File: src/rtl/button_ctrl_pkg.sv
// Shared definitions for the front-panel button controller: per-button FSM
// state encodings and a constant-width helper.
package button_ctrl_pkg;

  typedef enum logic [2:0] {
    ST_IDLE        = 3'd0,
    ST_DEB_PRESS   = 3'd1,
    ST_PRESSED     = 3'd2,
    ST_HELD        = 3'd3,
    ST_DEB_RELEASE = 3'd4
  } btn_state_e;

  // Bits needed to hold values 0..value-1, never less than one bit.
  function automatic int clog2(input int value);
    int result;
    int v;
    result = 0;
    v = value - 1;
    while (v > 0) begin
      result = result + 1;
      v = v >> 1;
    end
    if (result == 0) result = 1;
    return result;
  endfunction

endpackage

File: src/rtl/button_ctrl_btn_fsm.sv
// One button: two-flop synchronizer, debounce/hold FSM with saturating tick
// counter, and registered level/pulse outputs.
module btn_fsm
  import button_ctrl_pkg::*;
#(
  parameter int STABLE_TICKS = 20,
  parameter int LONG_TICKS   = 1000,
  parameter int REPEAT_TICKS = 200
) (
  input  logic clk,
  input  logic rst_n,
  input  logic tick,
  input  logic btn_raw,
  output logic level,
  output logic press_pulse,
  output logic release_pulse,
  output logic long_pulse,
  output logic repeat_pulse
);

  localparam int CW = clog2(LONG_TICKS + 1);
  localparam logic [CW-1:0] CNT_ONE    = CW'(1);
  localparam logic [CW-1:0] CNT_STABLE = CW'(STABLE_TICKS);
  localparam logic [CW-1:0] CNT_LONG   = CW'(LONG_TICKS - 1);
  localparam logic [CW-1:0] CNT_REPEAT = CW'(REPEAT_TICKS - 1);

  btn_state_e    state_q, state_d;
  logic [CW-1:0] cnt_q, cnt_d, cnt_inc;
  logic          sync1_q, sync1_d;
  logic          s_q, s_d;
  logic          held_q, held_d;
  logic          level_q, level_d;
  logic          press_q, press_d;
  logic          release_q, release_d;
  logic          long_q, long_d;
  logic          repeat_q, repeat_d;

  assign sync1_d = btn_raw;
  assign s_d     = sync1_q;
  assign cnt_inc = (cnt_q == '1) ? cnt_q : cnt_q + CNT_ONE;

  always_ff @(posedge clk) begin
    if (!rst_n) begin
      sync1_q   <= 1'b0;
      s_q       <= 1'b0;
      state_q   <= ST_IDLE;
      cnt_q     <= '0;
      held_q    <= 1'b0;
      level_q   <= 1'b0;
      press_q   <= 1'b0;
      release_q <= 1'b0;
      long_q    <= 1'b0;
      repeat_q  <= 1'b0;
    end else begin
      sync1_q   <= sync1_d;
      s_q       <= s_d;
      state_q   <= state_d;
      cnt_q     <= cnt_d;
      held_q    <= held_d;
      level_q   <= level_d;
      press_q   <= press_d;
      release_q <= release_d;
      long_q    <= long_d;
      repeat_q  <= repeat_d;
    end
  end

  always_comb begin
    state_d = state_q;
    cnt_d   = cnt_q;
    held_d  = held_q;
    if (tick) begin
      case (state_q)
        ST_IDLE: begin
          if (s_q) begin
            state_d = ST_DEB_PRESS;
            cnt_d   = CNT_ONE;
          end
        end
        ST_DEB_PRESS: begin
          if (!s_q) begin
            state_d = ST_IDLE;
            cnt_d   = '0;
          end else if (cnt_q == CNT_STABLE) begin
            state_d = ST_PRESSED;
            cnt_d   = '0;
          end else begin
            cnt_d = cnt_inc;
          end
        end
        ST_PRESSED: begin
          if (!s_q) begin
            state_d = ST_DEB_RELEASE;
            cnt_d   = CNT_ONE;
          end else if (cnt_q == CNT_LONG) begin
            state_d = ST_HELD;
            held_d  = 1'b1;
            cnt_d   = '0;
          end else begin
            cnt_d = cnt_inc;
          end
        end
        ST_HELD: begin
          if (!s_q) begin
            state_d = ST_DEB_RELEASE;
            cnt_d   = CNT_ONE;
          end else if (cnt_q == CNT_REPEAT) begin
            cnt_d = '0;
          end else begin
            cnt_d = cnt_inc;
          end
        end
        ST_DEB_RELEASE: begin
          // A release bounce returns to wherever the press was, restarting its timer.
          if (s_q) begin
            state_d = held_q ? ST_HELD : ST_PRESSED;
            cnt_d   = '0;
          end else if (cnt_q == CNT_STABLE) begin
            state_d = ST_IDLE;
            held_d  = 1'b0;
            cnt_d   = '0;
          end else begin
            cnt_d = cnt_inc;
          end
        end
        default: begin
          state_d = ST_IDLE;
          held_d  = 1'b0;
          cnt_d   = '0;
        end
      endcase
    end
  end

  always_comb begin
    level_d   = level_q;
    press_d   = 1'b0;
    release_d = 1'b0;
    long_d    = 1'b0;
    repeat_d  = 1'b0;
    if (tick) begin
      case (state_q)
        ST_DEB_PRESS: begin
          if (s_q && cnt_q == CNT_STABLE) begin
            level_d = 1'b1;
            press_d = 1'b1;
          end
        end
        ST_PRESSED: begin
          if (s_q && cnt_q == CNT_LONG) long_d = 1'b1;
        end
        ST_HELD: begin
          if (s_q && cnt_q == CNT_REPEAT) repeat_d = 1'b1;
        end
        ST_DEB_RELEASE: begin
          if (!s_q && cnt_q == CNT_STABLE) begin
            level_d   = 1'b0;
            release_d = 1'b1;
          end
        end
        default: begin
          level_d = level_q;
        end
      endcase
    end
  end

  assign level         = level_q;
  assign press_pulse   = press_q;
  assign release_pulse = release_q;
  assign long_pulse    = long_q;
  assign repeat_pulse  = repeat_q;

endmodule

File: src/rtl/button_ctrl.sv
// Front-panel button controller: one shared debounce prescaler driving an
// independent debounce/hold FSM per button.
module button_ctrl
  import button_ctrl_pkg::*;
#(
  parameter int CLK_HZ       = 50000000,
  parameter int TICK_HZ      = 1000,
  parameter int N_BTN        = 4,
  parameter int STABLE_TICKS = 20,
  parameter int LONG_TICKS   = 1000,
  parameter int REPEAT_TICKS = 200
) (
  input  logic             clk,
  input  logic             rst_n,
  input  logic [N_BTN-1:0] btn_in,
  output logic             tick,
  output logic [N_BTN-1:0] btn_level,
  output logic [N_BTN-1:0] press_pulse,
  output logic [N_BTN-1:0] release_pulse,
  output logic [N_BTN-1:0] long_pulse,
  output logic [N_BTN-1:0] repeat_pulse
);

  localparam int DIV = CLK_HZ / TICK_HZ;
  localparam int PW  = clog2(DIV);
  localparam logic [PW-1:0] DIV_LAST = PW'(DIV - 1);

  logic [PW-1:0] div_q, div_d;

  always_ff @(posedge clk) begin
    if (!rst_n) div_q <= '0;
    else        div_q <= div_d;
  end

  always_comb begin
    div_d = tick ? '0 : div_q + PW'(1);
  end

  assign tick = (div_q == DIV_LAST);

  for (genvar i = 0; i < N_BTN; i++) begin : g_btn
    btn_fsm #(
      .STABLE_TICKS(STABLE_TICKS),
      .LONG_TICKS  (LONG_TICKS),
      .REPEAT_TICKS(REPEAT_TICKS)
    ) u_btn_fsm (
      .clk          (clk),
      .rst_n        (rst_n),
      .tick         (tick),
      .btn_raw      (btn_in[i]),
      .level        (btn_level[i]),
      .press_pulse  (press_pulse[i]),
      .release_pulse(release_pulse[i]),
      .long_pulse   (long_pulse[i]),
      .repeat_pulse (repeat_pulse[i])
    );
  end

endmodule

File: config.mk
export PLATFORM = sky130hd
export DESIGN_NAME = button_ctrl
export DESIGN_NICKNAME = d
export VERILOG_FILES = /design/src/rtl/button_ctrl_pkg.sv /design/src/rtl/button_ctrl_btn_fsm.sv /design/src/rtl/button_ctrl.sv
export SDC_FILE = /design/constraint.sdc
export NUM_CORES = 1
export LEC_CHECK = 0
export CAP_MARGIN = 20
export CELL_PAD_IN_SITES_DETAIL_PLACEMENT = 0
export CELL_PAD_IN_SITES_GLOBAL_PLACEMENT = 1
export CORE_MARGIN = 5
export CORE_UTILIZATION = 41
export DETAILED_ROUTE_END_ITERATION = 10
export GPL_ROUTABILITY_DRIVEN = 1
export PLACE_DENSITY_LB_ADDON = 0.1
export SLEW_MARGIN = 20
export SYNTH_ARGS = -nofsm -noshare
export SYNTH_HDL_FRONTEND = slang
export SYNTH_SLANG_ARGS = --single-unit
export TNS_END_PERCENT = 30
File: constraint.sdc
create_clock -name clk -period 2.66 [get_ports clk]
set_clock_uncertainty 0.2 [all_clocks]
set_input_delay 0.266 -clock clk [delete_from_list [all_inputs] [get_ports clk]]
set_output_delay 0.266 -clock clk [all_outputs]
set_load 0.03 [all_outputs]
[Word-level counts from Yosys, hierarchy flattened]
Cells that the tools add are included.
Widths: inputs -> output; s select.
Word-level totals
  output and inout bits: 21
  input port bits: 6
  bits in registers: 100
Operators by class
  reduce and logical (&&, ||, !) cells: 65
  muxes and demuxes: 128
  equal/unequal tests: 77
  add/subtract/negate cells: 5
  bitwise gates (word level): 5
Operators by type and width (number)
  $mux 10: 36
  $pmux 10 s5: 4
  $mux 3: 32
  $eq 10x10->1 const B: 8
  $pmux 3 s5: 4
  $ne 2x1->1 const B: 24
  $reduce_and 3->1: 16
  $reduce_and 6->1: 8
  $mux 1: 44
  $add 10x1->10 const B: 4
  $eq 10x5->1 const B: 4
  $eq 10x8->1 const B: 4
  $eq 3x2->1 const B: 8
  $ne 3x3->1 const B: 8
  $add 16x1->16 const B: 1
  $eq 16x16->1 const B: 1
  $logic_and 1x1->1: 16
  $ne 2x2->1 const B: 8
  $reduce_and 4->1: 4
  $eq 3x1->1 const B: 4
  $eq 3x3->1 const B: 4
  $logic_not 3->1: 4
  $ne 3x1->1 const B: 4
  $pmux 1 s3: 4
  other kinds (7): 26

[Longest topological paths before layout]
Gate-level depths: netlist of run 1.
  depth after elaboration: 5
  depth in mapped cells: 10
  depth with buffers taken out: 8

[Hierarchy]
A second synthesis of run 1 with hierarchy kept.
Second synthesis, totals
  cell total of the unflattened synthesis: 669
  area total of the unflattened synthesis: 5721.7 um^2
By module, submodules not included
  btn_fsm at g_btn[0].u_btn_fsm ...: instances 3, cells an instance 145, area each 1201.2 um^2, sequential area each 420.4 um^2
  btn_fsm at g_btn[3].u_btn_fsm: instances 1, cells an instance 155, area each 1398.8 um^2, sequential area each 420.4 um^2
  button_ctrl: instances 1, cells an instance 79, area each 719.4 um^2, sequential area each 320.3 um^2

[Worst setup path before layout of run 1]
No wires, ideal clock.
  path kind: register to register
  start: register div_q[0]
  end: register g_btn[2].u_btn_fsm.cnt_q[5]
  library setup time: 71 ps
  setup slack: 60 ps
  arrival: 2329 ps
  stages on the path, launching flop included: 9
  path through: dfxtp_1 > ha_1 > and3_1 > clkbuf_1 > nand4_1 > a31oi_4 > nand2_1 > or4_2 > a21oi_1
Between the ends
  longest elaborated chain between the ends: 2
RTL lines
  start: declaration: line button_ctrl.sv:28  | logic [PW-1:0] div_q, div_d;
  start signal: assignment: line button_ctrl.sv:32  | else div_q <= div_d;
  $eq 16x16->1: line button_ctrl.sv:39  | assign tick = (div_q == DIV_LAST);
  $reduce_and 2->1 (no source line)
  end signal: assignment: line button_ctrl_btn_fsm.sv:58  | cnt_q <= cnt_d;
  end: declaration: line button_ctrl_btn_fsm.sv:28  | logic [CW-1:0] cnt_q, cnt_d, cnt_inc;
No other way between the ends.
A chain may end at the register's enable or synchronous reset.

[Worst setup path after layout of run 1]
  start: register g_btn[2].u_btn_fsm.cnt_q[8]
  end: register g_btn[2].u_btn_fsm.state_q[0]
Between the ends
  longest elaborated chain between the ends: 3
  elaborated cells between the ends (all ways): 6
  those cells by class: 5 x eq/ne; 1 x reduce/logical
RTL lines
  $eq 10x5->1 / $eq 10x10->1 (equally long branches): line button_ctrl_btn_fsm.sv:84, button_ctrl_btn_fsm.sv:118, button_ctrl_btn_fsm.sv:95
  $ne 3x1->1 (no source line) / $ne 3x3->1 (equally long branches)
  $reduce_and 6->1 (no source line) (*)
  end signal: assignment: line button_ctrl_btn_fsm.sv:57  | state_q <= state_d;
  end: declaration: line button_ctrl_btn_fsm.sv:27  | btn_state_e state_q, state_d;
Every way passes the cells marked *; elsewhere a longest branch is shown, timed or not.

==> results.txt, run 1 <==
- The flow ran to the end, and the final reports show no timing, DRC or antenna violations.
* Final number of hold-violating endpoints: 0
- Worst min-delay path category: flop to flop
* CP arrival: 2.65 ns
* Number of different library cells in the post-synthesis netlist: 75
* Die Footprint: 16,300 µm²
- The routed design has 14.1 mm of wire.
- Max-slew violations: 0
- By instance count, the leading cell after synthesis is sky130_fd_sc_hd__dfxtp_1.
- The clock passes through at most 2 buffers.
- Endpoint of the worst setup timing path: g_btn[2].u_btn_fsm.state_q[0]$_SDFFE_PN0P_
- Estimated wirelength of the detail-placed design: 10.1 mm
- Global routing finished with a remaining overflow of 0.
* 1st-iter DRT viols: 438
- Setup repair after global routing left no endpoint under its margin.
- Yosys warnings: 0
- The worst setup path is launched from a flop.
- The commonest cells after synthesis are 100 x sky130_fd_sc_hd__dfxtp_1, 71 x sky130_fd_sc_hd__nor2_1, 59 x sky130_fd_sc_hd__a21oi_1.
* Nets in the synthesized netlist: 735
- Adding up every negative setup slack in the final design gives 0 ns.
- After filler insertion, the fill cell instance count of the layout stands at 1,368.
- Clock latency reported for the late side of the worst-skew pair: 0.35 ns
- Capturing point of the worst reg2reg path: g_btn[2].u_btn_fsm.state_q[0]$_SDFFE_PN0P_
* Vias post-DR: 5,326
- The synthesized design contains 100 register bits.
* Gp weighted congestion: 0.845
- Walking the worst path, the cells encountered are or3_4 > or4_4 > and2_4 > nand2b_4 > or4_1 > a21oi_1.
* CP max stage cell: sky130_fd_sc_hd__or4_4
- Ranked by flip-flop count, first place goes to g_btn.u_btn_fsm.cnt_q.
- FMAX: 390 MHz
* Number of enable flip-flop cells after synthesis: 0
- Primary flip-flop cell chosen by synthesis mapping: sky130_fd_sc_hd__dfxtp_1
- Buffers inserted to repair hold after CTS numbered 0.
- Dividing total power by cell area gives a power density of 430 nW/µm².
- For this design the static power due to leakage is 0.00222 µW.
* Largest net degree at the start of global routing: 20
- After clock tree synthesis, the clock-pin slew on the worst setup and hold paths is 0.07 ns.
- The tightest hold path in the finished design has a slack of 0.232 ns.
* CP endpoint kind: flop
* Max rail drop VDD: 0.267 mV
* Initial standard-cell utilization of the core: 0.415
- The repair_antennas step left the layout with diodes totalling 0.
- Across the run, the number of max-cap violations was 0.
* Setup Viol. Count Final: 0
- Subtracting the final worst setup slack from the clock period gives 2.56 ns.
- The first detailed-routing pass took 5 iterations.
- Synthesized cell area: 5690 µm²
- The initial antenna violation count is 0.
* Number of cells on the worst reg-to-reg path: 6
- The tree built by TritonCTS fans out to 100 sinks.
- After detailed routing, the number of remaining DRC violations is 0.
- Of the post-synthesis cell area, the dominant cell type holds 0.352.
- Flip-flop count of the largest register after layout: 40
- Count of boundary I/O pins: 27
* Share of the yosys chip area belonging to registers: 0.352
- At the pin with the least slew margin, the transition time is 0.560 ns.
- Placeable core region: 13,700 µm²
- At the end of the flow, the number of nets in the layout was 757.
* Vias in the first global route: 4,857
* Average footprint of a synthesized cell: 7.90 µm²
- Total Routing Usage GR: 0.173
- Classification of the worst setup path: flop to flop
* Vertical extent of the die: 128 µm
* Clock tree from TritonCTS: done
- Mean number of vias per cell: 5.75
- Of all flip-flops after synthesis, the portion carrying an async set or reset was 0.
- The design draws 2790 µW.
* Clock Tree Root: sky130_fd_sc_hd__clkbuf_16
- The setup check on the worst reg-to-reg path leaves a slack of 0.1 ns.
- Most area-consuming cells after synthesis: sky130_fd_sc_hd__dfxtp_1 35%, sky130_fd_sc_hd__a21oi_1 5.2%, sky130_fd_sc_hd__nor2_1 4.7%
- Largest registers: g_btn.u_btn_fsm.cnt_q (40), div_q (16), g_btn.u_btn_fsm.state_q (12)
- Critical Path RT: 2.74 ns
- Beginning of the worst register-to-register path: g_btn[2].u_btn_fsm.cnt_q[8]$_SDFFE_PN0P_
- Layout overhead on the synthesized area: 14.1%
- Biggest area consumer among synthesized cells: sky130_fd_sc_hd__dfxtp_1
- Synthesized netlist cell count: 720
* CTS H-Tree Depth: 3
- Origin of the worst setup path: g_btn[2].u_btn_fsm.cnt_q[8]$_SDFFE_PN0P_
- Biggest fanout along the worst timing path: 8
* Final period util: 0.964
- Normalized max-slew margin: 0.624
- TritonCTS created 9 clock buffers.
- In this run the core area contains 43 standard-cell rows.
- Dividing the detail-routed wire length by the instance count gives 15.2 µm.
* Slowest cell delay on critical path: 0.55 ns
- Fraction of final layout cells with drive strength greater than 1: 0.124
- The count of nets left with antenna violations once routing finished came out at 0.
- In this run the tool buffered the top-level ports with 26 buffer cells.
* Width of the die: 128 µm
* Global-route wire length before repair: 23.7 mm
## timing repair
item / 4_1_cts / 5_1_grt
endpoints found under the hold margin: 0 / 0
gates resized for setup: 0 / 7
endpoints found under the setup margin: 0 / 17
buffers inserted: 0 / 0
## placed cells by master (no fill, tap or decap), drive strengths merged, types with 6 or more instances in the layout
cell type	n
nor2	71
inv	24
nand2	51
a21oi	59
xor2	7
a211oi	8
o21ai	40
nor4	9
or4	7
nor4bb	7
and2	14
xnor2	9
nor2b	6
ha	9
clkbuf	11
buf	48
and3	18
a31oi	15
nand4	15
nor3	39
clkdlybuf4s50	25
mux2i	6
nand3	44
nand4b	7
nand3b	8
dfxtp	100
## worst max-delay path: cells and delay by family, from the launching register on
| family | cells | cell delay, ns |
|---|---|---|
| AO/OA/AOI/OAI | 1 | 0.15 |
| flip-flops | 1 | 0.38 |
| AND/OR/NAND/NOR | 5 | 1.77 |
## metrics by stage
stage                     cell area (µm²)  instances   util  setup WS, ns
after CTS                            6440        927  0.470        0.0600
after floorplan                      5690        720      -        0.0605
after detailed placement             6170        911  0.450        0.0782
after global routing                 6490        927  0.473      0.000726
final                                6490        927  0.473        0.0964
after global placement               6170        911  0.450         0.106
## layer usage
| metal | global-route usage | share of wire | vias up |
|---|---|---|---|
| li1 | - | - | 2668 |
| met1 | 0.240 | 0.49 | 2539 |
| met2 | 0.278 | 0.46 | 102 |
| met3 | 0.0225 | 0.032 | 17 |
| met4 | 0.0612 | 0.017 | 0 |
| met5 | 0 | 0 | - |
## kinds of logic after synthesis
family	synth area share
multiplexers	0.0125
AND/OR/NAND/NOR	0.309
adder cells (fa/ha/maj)	0.0198
AO/OA/AOI/OAI	0.201
XOR/XNOR	0.0246
buffers and inverters	0.0805
flip-flops	0.352
## report_power, final
group / internal [µW] / switching [µW]
clock: 653 / 561
sequential: 1510 / 5.84
combinational: 25.5 / 40.8
## area by class of cell
class | instances | area, µm² | share of cell area
clock buffers | 11 | 243 | 0.0374
clock inverters | 5 | 27.5 | 0.00424
inverters | 25 | 93.8 | 0.0145
multi-input cells | 533 | 3270 | 0.505
flip-flops and latches | 100 | 2000 | 0.309
well taps | 180 | 225 | 0.0347
repair buffers | 73 | 623 | 0.0960
## worst min-delay path by stage
stage,start,end,cells past startpoint
5_1_grt,g_btn[3].u_btn_fsm.s_d$_SDFF_PN0_,g_btn[3].u_btn_fsm.s_q$_SDFF_PN0_,1
4_1_cts,g_btn[3].u_btn_fsm.s_d$_SDFF_PN0_,g_btn[3].u_btn_fsm.s_q$_SDFF_PN0_,1
2_1_floorplan,btn_in[0],g_btn[0].u_btn_fsm.s_d$_SDFF_PN0_,1
6_report,g_btn[3].u_btn_fsm.s_d$_SDFF_PN0_,g_btn[3].u_btn_fsm.s_q$_SDFF_PN0_,1
3_5_place_dp,g_btn[2].u_btn_fsm.s_d$_SDFF_PN0_,g_btn[2].u_btn_fsm.s_q$_SDFF_PN0_,1
3_3_place_gp,g_btn[2].u_btn_fsm.s_d$_SDFF_PN0_,g_btn[2].u_btn_fsm.s_q$_SDFF_PN0_,1
(Power assumes the default switching activity.)
==> run 2, diff against run 1 <==
--- a/config.mk
+++ b/config.mk
@@ -5,11 +5,12 @@
 export SDC_FILE = /design/constraint.sdc
 export NUM_CORES = 1
 export LEC_CHECK = 0
+export ABC_AREA = 1
 export CAP_MARGIN = 20
 export CELL_PAD_IN_SITES_DETAIL_PLACEMENT = 0
 export CELL_PAD_IN_SITES_GLOBAL_PLACEMENT = 1
 export CORE_MARGIN = 5
-export CORE_UTILIZATION = 41
+export CORE_UTILIZATION = 39
 export DETAILED_ROUTE_END_ITERATION = 10
 export GPL_ROUTABILITY_DRIVEN = 1
 export PLACE_DENSITY_LB_ADDON = 0.1
==> results.txt, run 2 <==
* Worst hold slack: 0.213 ns
- Of the post-synthesis cell area, the dominant cell type holds 0.343.
* Normalized max-slew margin: 0.624
- When the netlist entered floorplanning its net count stood at 944.
- Setup repair after global routing left no endpoint under its margin.
* Wire length per cell: 12.7 µm
- In this run, post-CTS hold repair placed 0 buffers.
- Multiplexer share of the synthesized area: 0
* Largest registers: g_btn.u_btn_fsm.cnt_q (40), div_q (16), g_btn.u_btn_fsm.state_q (12)
* Sink of the worst hold path: g_btn[1].u_btn_fsm.s_q$_SDFF_PN0_
- The routed design has 14.3 mm of wire.
* Hold depth: 2
- Remaining global-route overflow: 0
- Of the total synthesized cell area, the portion taken by XOR and XNOR cells is 0.0195.
- Number of clock buffers inserted by TritonCTS: 9
- Number of maximum-capacitance violations: 0
* Placeable core region: 14,600 µm²
- Largest net degree at the start of global routing: 26
- Summed over all cells, the static leakage comes to 0.00276 µW.
- Data arrives at the worst endpoint at 1.84 ns.
- In the final layout, the share of cells above drive strength 1 is 0.0500.
* Post-layout instance count excluding filler cells: 1,124
- Total Routing Usage GR: 0.163
* Critical path depth: 7
- Inserted Diodes: 0
* Slowest cell delay on critical path: 0.36 ns
- Clk buf depth: 2
- For the worst-skew pair, the clock arrives at the later sink with an insertion delay of 0.35 ns.
- Port buffering added 26 buffers.
- CTS H-Tree Depth: 3
* Compound-gate portion of the synthesized area: 0.105
- Yosys warnings: 0
* Final period util: 0.868
- The max-slew violation total from the final report is 0.
- Switching component of the power: 625 µW
- Count of boundary I/O pins: 27
* Share of the yosys chip area belonging to registers: 0.343
* Internal power summed over all cells: 2310 µW
- Classification of the worst setup path: flop to output port
- In this run the worst path has a maximum fanout of 11.
- The tightest min-delay check is of the flop to flop type.
* CP endpoint kind: output port
- Biggest area consumer among synthesized cells: sky130_fd_sc_hd__dfxtp_1
* Count of cells resized by post-cts repair: 0
- Ranked by instance count, the synthesized netlist is headed by 236 x sky130_fd_sc_hd__nand2_1, 137 x sky130_fd_sc_hd__nor2_1, 119 x sky130_fd_sc_hd__inv_1.
- The count of nets left with antenna violations once routing finished came out at 0.
- Tracing the worst setup path back leads to its startpoint at div_q[0]$_SDFF_PP0_.
- The mapped netlist covers 5830 µm².
- Counting flops with a built-in enable in the synthesized netlist gives 0.
- The number of different library cells used by synthesis comes to 38.
- The die is 132 µm tall.
* Mean number of vias per cell: 4.94
- Number of nets in the final layout: 950
- Average footprint of a synthesized cell: 6.28 µm²
- The worst hold path begins at g_btn[1].u_btn_fsm.s_d$_SDFF_PN0_.
- Clock Tree Root: sky130_fd_sc_hd__clkbuf_16
* Pin slew with the least headroom to its limit: 0.563 ns
- Vias in the first global route: 5,088
* Most area-consuming cells after synthesis: sky130_fd_sc_hd__dfxtp_1 34%, sky130_fd_sc_hd__nand2_1 15%, sky130_fd_sc_hd__nor2_1 8.8%
- Synthesis inferred 100 register bits.
- Power per unit of standard cell area: 453 nW/µm²
* Flip-flop count of the largest register after layout: 40
- Commonest non-fill, non-tap cells in the layout: 236 x sky130_fd_sc_hd__nand2_1, 137 x sky130_fd_sc_hd__nor2_1, 119 x sky130_fd_sc_hd__inv_1
- The initial antenna violation count is 0.
- The count of endpoints failing hold in the final timing report is 0.
- After floorplanning, the core was divided into 44 placement rows.
- FMAX: 433 MHz
- Synthesized netlist cell count: 929
- Post-synthesis share of cell area spent on and, or, nand and nor gates: 0.393
- Outcome: finished clean
- Clock tree from TritonCTS: done
* Setup Viol. Count Final: 0
- Gate power share: 0.021
* Vias post-DR: 5,553
* Switching portion of total power: 0.213
* CP max stage cell: sky130_fd_sc_hd__dfxtp_1
- Global-route wire length before repair: 24.1 mm
- Of the total synthesized cell area, the portion taken by full adders, half adders and majority gates is 0.0193.
- Primary flip-flop cell chosen by synthesis mapping: sky130_fd_sc_hd__dfxtp_1
- For this configuration, the core starts out at a cell density of 0.400.
- Most common library cell in the layout ignoring fill and taps: sky130_fd_sc_hd__nand2_1
* DRT Pass-1 Iters: 5
- CTS clock-pin slew for the worst setup and hold paths: 0.06 ns
- By area, the combinational part of the netlist is dominated by simple AND/OR/NAND/NOR gates.
* CP delay by family, top: buffers and inverters
- Die Footprint: 17,500 µm²
* Sequential fraction of design power: 0.517
- CP startpoint kind: flop
- Number of cells on the worst reg-to-reg path: 10
- After layout, the minimum clock period comes to 2.31 ns.
- Most common cell in the synthesized netlist: sky130_fd_sc_hd__nand2_1
- Reg2reg setup slack: 0.36 ns
- In this run the critical register-to-register path is launched from div_q[0]$_SDFF_PP0_.
* 1st-iter DRT viols: 313
- Max rail drop VDD: 0.317 mV
* Layout overhead on the synthesized area: 10.8%
- Gp weighted congestion: 0.842
- For the final routed database, the setup TNS stands at 0 ns.
* Critical Path RT: 2.19 ns
- DRC errors left: 0
* Clock network power share: 0.462
- Estimated wirelength of the detail-placed design: 10.6 mm
- Clock sink total: 100
* Share of synthesized registers carrying an async set or reset: 0
- The critical path goes through ha_1 > nand3_1 > nor2_1 > inv_2 > nor2_1 > buf_4 > buf_4.
- Largest Register: g_btn.u_btn_fsm.cnt_q
- Capturing point of the worst reg2reg path: g_btn[2].u_btn_fsm.state_q[0]$_SDFFE_PN0P_
- After filler insertion, the fill cell instance count of the layout stands at 1,534.
- From left edge to right edge, the die measures 132 µm.
- After detailed placement, the design holds a cell count of 1,108.
- The critical path contains buffers and inverters numbering 3 combined.
* Buffers inserted by post-CTS timing repair: 0
[run 2: how the worst max path moves through the flow]
stage | end | slack [ns]
after floorplan | g_btn[2].u_btn_fsm.held_q$_SDFFE_PN0P_ | 0.75
after global placement | g_btn[2].u_btn_fsm.state_q[1]$_SDFFE_PN0P_ | 0.42
after detailed placement | g_btn[2].u_btn_fsm.state_q[0]$_SDFFE_PN0P_ | 0.38
after CTS | tick | 0.32
after global routing | g_btn[2].u_btn_fsm.state_q[0]$_SDFFE_PN0P_ | 0.09
final | tick | 0.35
[run 2: routing by layer]
| layer | track usage | vias up | routed length [µm] | share of wire |
|---|---|---|---|---|
| li1 | - | 2964 | - | - |
| met1 | 0.203 | 2503 | 6720 | 0.47 |
| met2 | 0.288 | 70 | 7020 | 0.49 |
| met5 | 0 | - | 0 | 0 |
| met3 | 0.0370 | 16 | 418 | 0.029 |
| met4 | 0.0356 | 0 | 153 | 0.011 |
[run 2: worst register-to-register path, cell delays in order, from the launching register on]
cell                      delay [ns]
sky130_fd_sc_hd__dfxtp_1        0.36
sky130_fd_sc_hd__ha_1           0.19
sky130_fd_sc_hd__nand3_1        0.12
sky130_fd_sc_hd__nor2_1         0.13
sky130_fd_sc_hd__inv_2          0.08
sky130_fd_sc_hd__nor2_4         0.19
sky130_fd_sc_hd__nand3_2        0.27
sky130_fd_sc_hd__nor2_1         0.27
sky130_fd_sc_hd__nand2_1        0.14
sky130_fd_sc_hd__o21ai_0        0.18
sky130_fd_sc_hd__nor2_1         0.06
[run 2: final cells by class]
| type | count | area, µm² | area share |
|---|---|---|---|
| Clock buffer | 12 | 256 | 0.0397 |
| Clock inverter | 4 | 47.5 | 0.00736 |
| Inverter | 123 | 462 | 0.0714 |
| Multi-Input combinational cell | 667 | 3140 | 0.485 |
| Sequential cell | 100 | 2000 | 0.310 |
| Tap cell | 184 | 230 | 0.0356 |
| Timing Repair Buffer | 34 | 330 | 0.0511 |
[run 2: logic make-up (layout without fill, tap and decap cells)]
group | Yosys count | after routing
AND/OR/NAND/NOR | 530 | 530
buffers and inverters | 162 | 173
AO/OA/AOI/OAI | 115 | 115
flip-flops | 100 | 100
XOR/XNOR | 13 | 13
adder cells (fa/ha/maj) | 9 | 9
[run 2: power groups by stage]
stage	combinational, µW	clock, µW	sequential (µW)
after floorplan	40.4	0	1540
after global placement	63.4	0	1550
after detailed placement	63.7	0	1550
after CTS	63.9	1410	1510
after global routing	69.2	1460	1520
final	61.6	1350	1510
[run 2: stage by stage]
step | util | power [µW] | worst slack [ns] | area (µm²)
2_1_floorplan | - | 1580 | 0.750 | 5830
3_3_place_gp | 0.422 | 1610 | 0.424 | 6160
3_5_place_dp | 0.422 | 1610 | 0.383 | 6160
4_1_cts | 0.443 | 2990 | 0.318 | 6460
5_1_grt | 0.443 | 3040 | 0.0854 | 6460
6_report | 0.443 | 2930 | 0.351 | 6460
